**src/rtl/riscv_pkg.sv**
```systemverilog
// riscv_pkg: states, accepted opcodes and register-file din select encodings
// shared by the multicycle control unit.
package riscv_pkg;
    typedef enum logic [2:0] {INIT, FETCH, DECODE, EXEC, MEM, WB, ILLEGAL} estado_t;
    localparam logic [6:0] OP_LOAD   = 7'b0000011;
    localparam logic [6:0] OP_STORE  = 7'b0100011;
    localparam logic [6:0] OP_BRANCH = 7'b1100011;
    localparam logic [6:0] OP_OP     = 7'b0110011;
    localparam logic [6:0] OP_OPIMM  = 7'b0010011;
    localparam logic [6:0] OP_AUIPC  = 7'b0010111;
    localparam logic [6:0] OP_JAL    = 7'b1101111;
    localparam logic [6:0] OP_JALR   = 7'b1100111;
    localparam logic [1:0] MUX2_MEM   = 2'd0;
    localparam logic [1:0] MUX2_ULA   = 2'd1;
    localparam logic [1:0] MUX2_PC4   = 2'd2;
    localparam logic [1:0] MUX2_PCIMM = 2'd3;
endpackage

```
**src/rtl/uc_decod.sv**
```systemverilog
// uc_decod: maps the latched opcode to datapath mux selects and a legality flag.
module uc_decod
    import riscv_pkg::*;
(
    input  logic [6:0] op,
    output logic       sinal_mux1,
    output logic [1:0] sinal_mux2,
    output logic       sinal_mux4,
    output logic       legal
);
    always_comb begin
        sinal_mux1 = 1'b0;
        sinal_mux2 = MUX2_MEM;
        sinal_mux4 = 1'b0;
        legal      = 1'b1;
        case (op)
            OP_BRANCH, OP_OP: begin
                sinal_mux1 = 1'b1;
                sinal_mux2 = MUX2_ULA;
            end
            OP_LOAD:            sinal_mux2 = MUX2_MEM;
            OP_STORE, OP_OPIMM: sinal_mux2 = MUX2_ULA;
            OP_AUIPC:           sinal_mux2 = MUX2_PCIMM;
            OP_JAL:             sinal_mux2 = MUX2_PC4;
            OP_JALR: begin
                sinal_mux2 = MUX2_PC4;
                sinal_mux4 = 1'b1;
            end
            default:            legal = 1'b0;
        endcase
    end
endmodule

```
**src/rtl/unidade_controle.sv**
```systemverilog
// unidade_controle: multicycle FETCH/DECODE/EXEC/MEM/WB sequencer for the RV64 datapath.
// Define UC_INSTRET_EN to add the 64-bit retired-instruction counter output instret.
module unidade_controle
    import riscv_pkg::*;
(
    input  logic       clock,
    input  logic       reset_n,
    input  logic [6:0] opcode,
    output logic       wePC,
    output logic       weIR,
    output logic       weReg,
    output logic       weMem,
    output logic       weMemIns,
    output logic       sinalMux1,
    output logic [1:0] sinalMux2,
    output logic       sinalMux4,
    output logic       erro
`ifdef UC_INSTRET_EN
    ,
    output logic [63:0] instret
`endif
);
    estado_t    estado, estado_n;
    logic [6:0] op_q;
    logic       mux1, mux4, legal, sel_ok;
    logic [1:0] mux2;
    logic       is_load, is_store, is_branch;

    uc_decod u_decod (
        .op         (op_q),
        .sinal_mux1 (mux1),
        .sinal_mux2 (mux2),
        .sinal_mux4 (mux4),
        .legal      (legal)
    );

    assign is_load   = op_q == OP_LOAD;
    assign is_store  = op_q == OP_STORE;
    assign is_branch = op_q == OP_BRANCH;

    always_ff @(posedge clock or negedge reset_n) begin
        if (!reset_n) begin
            estado <= INIT;
            op_q   <= '0;
        end else begin
            estado <= estado_n;
            if (estado == FETCH)
                op_q <= opcode;
        end
    end

    always_comb begin
        estado_n = estado;
        case (estado)
            INIT:    estado_n = FETCH;
            FETCH:   estado_n = DECODE;
            DECODE:  estado_n = legal ? EXEC : ILLEGAL;
            EXEC:    estado_n = is_branch ? FETCH : (is_load || is_store) ? MEM : WB;
            MEM:     estado_n = is_load ? WB : FETCH;
            WB:      estado_n = FETCH;
            ILLEGAL: estado_n = ILLEGAL;
            default: estado_n = INIT;
        endcase
    end

    // Mux selects follow op_q only once it has been latched for the current instruction.
    assign sel_ok = estado inside {DECODE, EXEC, MEM, WB};

    always_comb begin
        weIR      = estado == FETCH;
        weReg     = estado == WB;
        weMem     = estado == MEM && is_store;
        wePC      = estado == WB || (estado == EXEC && is_branch) || (estado == MEM && is_store);
        weMemIns  = 1'b0;
        erro      = estado == ILLEGAL;
        sinalMux1 = sel_ok ? mux1 : 1'b0;
        sinalMux2 = sel_ok ? mux2 : MUX2_MEM;
        sinalMux4 = sel_ok ? mux4 : 1'b0;
    end

`ifdef UC_INSTRET_EN
    always_ff @(posedge clock or negedge reset_n) begin
        if (!reset_n)
            instret <= '0;
        else if (wePC)
            instret <= instret + 64'd1;
    end
`endif
endmodule
```
**config.mk**
```make
export PLATFORM = sky130hd
export DESIGN_NAME = unidade_controle
export DESIGN_NICKNAME = d
export VERILOG_FILES = /design/src/rtl/riscv_pkg.sv /design/src/rtl/uc_decod.sv /design/src/rtl/unidade_controle.sv
export SDC_FILE = /design/constraint.sdc
export NUM_CORES = 1
export LEC_CHECK = 0
export CAP_MARGIN = 20
export CORE_UTILIZATION = 39
export DETAILED_ROUTE_END_ITERATION = 16
export PLACE_DENSITY_LB_ADDON = 0.25
export SETUP_SLACK_MARGIN = 0.1
export SKIP_LAST_GASP = 1
export SLEW_MARGIN = 5
export SYNTH_ARGS = -nofsm -noshare
export SYNTH_HDL_FRONTEND = slang
export SYNTH_HIERARCHICAL = 1
export SYNTH_SLANG_ARGS = --single-unit
export TNS_END_PERCENT = 50
```
**constraint.sdc**
```tcl
create_clock -name clock -period 1.65 [get_ports clock]
set_input_delay 0.33 -clock clock [delete_from_list [all_inputs] [get_ports clock]]
set_output_delay 0.33 -clock clock [all_outputs]
set_load 0.01 [all_outputs]
```
==> flow_summary.yaml, run 1 <==
run_status:
  outcome: "finished, violations left"
  violations: "DRC, setup timing"
global_route:
  grt.overflow.total: 0
  grt_pass1_vias: 633
  grt_max_degree: 11
  gr-usage-all-layers_pct: 18.7
  antenna_found_initial: 0
  grt_pass1_wl_um: 2590
worst_setup_path:
  cp_max_fo: 5
  cp-startpoint: "op_q[6]$_DFFE_PN0P_"
  slowest_stage: "dfrtp_2"
  crit_arrival_ns: 1.54
  path_delay_family: "flip-flops"
  path_class: "register to output pin"
  worstPathRequired_ns: 1.32
  start_kind: "register"
  r2r_start: "op_q[6]$_DFFE_PN0P_"
  crit_path_end_kind: "output pin"
  cp.buffers_inverters: 3
  crit_chain: "buf_6 -> nand3b_1 -> buf_4 -> o31a_1 -> nor3_2 -> and2_1 -> buf_2"
  cpPeakStageDelay_ns: 0.45
die:
  initial_core_util_pct: 42.8
  core_area_um2: 1560
  die_x_um: 43.4
  rows: 14
  die_height_um: 43.4
  io_pins: 19
  die_area_um2: 1880
cells_and_area:
  layout-drive-gt1-share_pct: 54.1
  nets: 119
  area_delta_synth_final_pct: 62.7
  nFillCells: 113
  final_util_pct: 69.6
  post_layout_nonfiller_instances: 125
  diodes: 0
clock_network:
  clockRootBuffer: "clkbuf_4"
  clock_latency_ns: 0.26
  path_clk_slew_ns: 0.07
  tritoncts: "yes"
  cts_buffers: 3
  htreeDepth: 1
  hold_buffers: 0
  cts_buffer_depth: 2
  clock_sinks: 10
timing:
  max_freq_ghz: 0.535
  finClkSkew_ns: 0.00277
  drv_slew: 0
  min_period_ns: 1.87
  worst_slack_ns: -0.218
  rsz0062_at_grt: "true"
  setup_tns_ns: -1.11
  hold_viol: 0
  period_share_pct: 113
  finalSetupViolCount: 8
yosys:
  synthCells: 67
  synth_area_per_cell_um2: 9.95
  ys.flop_type: "dfrtp_1"
  synth_fp_nets: 76
  netlist_area_um2: 667
  seq_area_frac_synth_pct: 37.5
  ys_ff_latch: 10
  synth_edf_count: 0
  yosysWarnings: 6
  ys_types: 36
  synthArstFlopShare_pct: 100
power:
  leakagePower_uw: 0.000490
  p_clk_share_pct: 10.0
  swShare_pct: 38.8
  power.switching_uw: 822
  vdd_ir_drop_max_mv: 1.27
  p_int_uw: 1300
  comb_power_share_pct: 63.5
  seqPwrFrac_pct: 26.4
  powerDensity_nw_per_um2: 1950
drt:
  vias_per_cell: 5.39
  drtPass1Iterations: 10
  via_count: 674
  wire_per_inst_um: 13.8
  routed_wl_um: 1720
  drtIter0Drc: 11
  ant_nets: 0
  drc: 2
place:
  dp.cells: 111
  gp_congestion: 0.734
  io_buffers: 17
  place_ws_ns: -0.307
  place_hpwl_um: 1160
job:
  max_cap_viol_count: 0
hold_path:
  min_path_type: "input port to async pin"
[flip-flops by register name, summed over array words and instances, names as in the netlist]
signal,count
estado,3
op_q,7
[per-layer routing]
layer  up-vias  global-route usage (%)  routed length (um)
met1       324                    23.0                 737
met4         0                    9.38                  19
met3         2                    1.25                  58
li1        333                       -                   -
met2        15                    33.0                 907
met5         -                       0                   0
[kinds of logic after synthesis]
family,synth area share (%)
AO/OA/AOI/OAI,13.3
multiplexers,11.8
AND/OR/NAND/NOR,30.4
flip-flops,37.5
buffers and inverters,3.75
other,0.562
XOR/XNOR,2.63
[cells in the final DEF (no fill, tap or decap), types with 2 or more instances in the layout]
master,netlist,routed
nor3b_1,3,2
mux2_2,7,7
nand2b_1,3,3
dfrtp_2,0,4
clkbuf_4,0,3
buf_6,0,4
and2_1,4,4
dfrtp_1,10,6
nor2_1,3,2
nor3_1,4,3
clkdlybuf4s50_1,0,9
and3_2,2,2
buf_2,2,4
dlygate4sd2_1,0,2
o21ai_0,3,2
buf_4,1,20
[what timing repair did]
item | in CTS | in global routing
setup endpoints to repair | 9 | 11
pin swaps | 4 | 2
resized for setup | 33 | 7
setup buffers | 8 | 2
[power by group through the flow]
stage | combinational [uW] | clock [uW] | sequential (uW)
final | 1350 | 213 | 560
after floorplan | 604 | 0 | 522
after detailed placement | 1050 | 0 | 560
after CTS | 1240 | 214 | 537
after global routing | 1450 | 233 | 578
after global placement | 1030 | 0 | 554
[synthesized netlist by cell type, drive strengths merged (2+ instances only)]
master	instances	share of area, %
and3b	2	2.8
buf	3	2.6
nor2	3	1.7
dfrtp	10	38
and3	3	3.2
nor3	5	5.4
a21o	2	2.4
and2	4	3.8
o21ai	3	2.3
nand2b	3	2.8
inv	2	1.1
mux2	7	12
nor3b	3	3.4
[metrics by stage]
stage	power (uW)	hold slack [ns]	instance area, um2
after floorplan	1130	0.0344	667
after global placement	1580	0.525	945
after detailed placement	1610	0.536	945
after CTS	1990	0.384	1060
after global routing	2260	0.402	1080
final	2120	0.372	1080
[cell type report]
type                            instances  area (um2)  share of cell area, %
Clock buffer                            4        36.3                   3.34
Sequential cell                        10         255                   23.5
Inverter                                2        7.51                  0.692
Timing Repair Buffer                   41         339                   31.3
Tap cell                               16        20.0                   1.85
Multi-Input combinational cell         52         427                   39.3
[worst paths after layout]
path	cells past startpoint	to	slack [ns]
setup / recovery	7	sinalMux2[1]	-0.22
hold / removal	1	estado[0]$_DFF_PN0_	0.37
setup reg to reg	8	estado[0]$_DFF_PN0_	0.08
hold reg to reg	1	op_q[1]$_DFFE_PN0P_	0.56
max in group asynchronous	1	op_q[2]$_DFFE_PN0P_	0.96
min in group clock	1	op_q[1]$_DFFE_PN0P_	0.56
Note: power is estimated with default switching activity, not from simulation.
==> run 2, diff against run 1 <==
--- a/config.mk
+++ b/config.mk
@@ -9,6 +9,7 @@
 export CORE_UTILIZATION = 39
 export DETAILED_ROUTE_END_ITERATION = 16
 export PLACE_DENSITY_LB_ADDON = 0.25
+export REMOVE_ABC_BUFFERS = 1
 export SETUP_SLACK_MARGIN = 0.1
 export SKIP_LAST_GASP = 1
 export SLEW_MARGIN = 5
==> run 2 against run 1 <==
Fmax grew 2.7%; combinational power hardly changed; sequential share of layout area increased by 0.24 points; hold slack better by 0.017 ns; routed wire length decreased by 3.0%; critical path depth is 1 lower; worst setup slack better by 0.049 ns; global-route usage grew 2.3 points; die area stayed put; the flow finishes with violations (setup timing).
==> flow_summary.yaml, run 2 (synthesis gave the netlist of run 1 again) <==
run_status:
  outcome: "finished, violations left"
  violations: "setup timing"
power:
  powerDensity_nw_per_um2: 1920
  power.switching_uw: 784
  seqPwrFrac_pct: 25.8
  swShare_pct: 38.3
  vdd_ir_drop_max_mv: 1.06
  finalPower_uw: 2050
  leakagePower_uw: 0.000500
  comb_power_share_pct: 66.5
  p_int_uw: 1260
  p_clk_share_pct: 7.7
global_route:
  grt.overflow.total: 0
  gr-usage-all-layers_pct: 21.0
  grt_max_degree: 11
  grt_pass1_vias: 668
  antenna_found_initial: 0
  grt_pass1_wl_um: 2870
clock_network:
  htreeDepth: 1
  clockRootBuffer: "clkbuf_4"
  tritoncts: "yes"
  clock_sinks: 10
  cts_buffers: 3
  clock_latency_ns: 0.26
  path_clk_slew_ns: 0.06
  cts_buffer_depth: 2
place:
  io_buffers: 17
  dp.cells: 115
  place_hpwl_um: 1160
  gp_congestion: 0.828
cells_and_area:
  largest_register_ffs: 7
  post_layout_nonfiller_instances: 128
  multi_input_area_um2: 412
  largestRegisters: "op_q: 7 flops, estado: 3 flops"
  final_util_pct: 68.5
  nFillCells: 123
  area_delta_synth_final_pct: 60.2
  diodes: 0
  layout-drive-gt1-share_pct: 52.7
  final_common_cell: "buf_4"
  ff_latch_area_um2: 254
  largest-register: "op_q"
  nets: 123
  layout_common_cells: "27 x buf_4, 10 x clkdlybuf4s50_1, 7 x mux2_2, 7 x dfrtp_1, 6 x buf_2"
timing:
  hold_viol: 0
  period_share_pct: 110
  finClkSkew_ns: 0.00666
  rsz0062_at_grt: "true"
  setup_tns_ns: -1.10
  timing.hold.ws_ns: 0.389
  max_freq_ghz: 0.550
  finalSetupViolCount: 10
  worst_slack_ns: -0.169
  drv_slew: 0
  min_period_ns: 1.82
drt:
  via_count: 698
  wire_per_inst_um: 13.1
  ant_nets: 0
  routed_wl_um: 1670
  drtIter0Drc: 27
  vias_per_cell: 5.45
  drtPass1Iterations: 4
  drc: 0
worst_setup_path:
  cp_max_fo: 4
  worstPathRequired_ns: 1.32
  path_class: "register to output pin"
  cp-startpoint: "op_q[6]$_DFFE_PN0P_"
  crit_path_end_kind: "output pin"
  start_kind: "register"
  r2r_start: "op_q[4]$_DFFE_PN0P_"
  crit_arrival_ns: 1.49
die:
  core_area_um2: 1560
  io_pins: 19
  die_area_um2: 1880
  die_height_um: 43.4
  rows: 14
  initial_core_util_pct: 42.8
  die_x_um: 43.4
job:
  max_cap_viol_count: 0
hold_path:
  min_path_type: "input port to async pin"
run 2: power groups by stage:
stage | Clock [uW] | Combinational [uW] | Sequential, uW
after floorplan | 0 | 539 | 564
after global placement | 0 | 1110 | 535
after detailed placement | 0 | 1130 | 543
after CTS | 169 | 1310 | 514
after global routing | 174 | 1480 | 546
final | 157 | 1360 | 528
run 2: final timing paths:
path                                             to  slack, ns  cells past startpoint
worst min register to register  op_q[0]$_DFFE_PN0P_       0.54                      1
worst max register to register  estado[0]$_DFF_PN0_          0                      8
worst min-delay path            op_q[5]$_DFFE_PN0P_       0.39                      1
min in group clock              op_q[0]$_DFFE_PN0P_       0.54                      1
max in group asynchronous       op_q[6]$_DFFE_PN0P_       0.92                      1
worst max-delay path                      sinalMux1      -0.17                      6
run 2: layer usage:
metal	track usage [%]	part of all wire [%]	vias up
met5	0	0	-
met4	13.8	2.3	0
met3	1.25	3.9	4
met2	32.4	49	22
met1	28.8	45	334
li1	-	-	338
run 2: repair_timing:
action	4_1_cts	5_1_grt
setup buffers	9	1
hold buffers	0	0
setup endpoints to repair	9	11
resized for setup	30	4
pin swaps	4	1
run 2: critical path, stage by stage (launching register included):
cell and delay [ns]:
dfrtp_2 0.44, buf_4 0.15, xnor2_1 0.14, nor3_1 0.05, and3_2 0.20, and2_1 0.12
buf_2 0.13
run 2: final cells by class:
cell class                 count  share of cell area [%]
multi-input combinational     52                    38.5
clock buffer                   3                    2.11
sequential                    10                    23.8
inverter                       2                   0.703
timing repair buffer          45                    33.0
tap                           16                    1.87
run 2: per-stage QoR:
| step | cell area [um2] | setup slack [ns] |
|---|---|---|
| 3_5_place_dp | 975 | -0.261 |
| 2_1_floorplan | 649 | 0.233 |
| 5_1_grt | 1070 | -0.252 |
| 3_3_place_gp | 975 | -0.259 |
| 6_report | 1070 | -0.169 |
| 4_1_cts | 1050 | -0.217 |
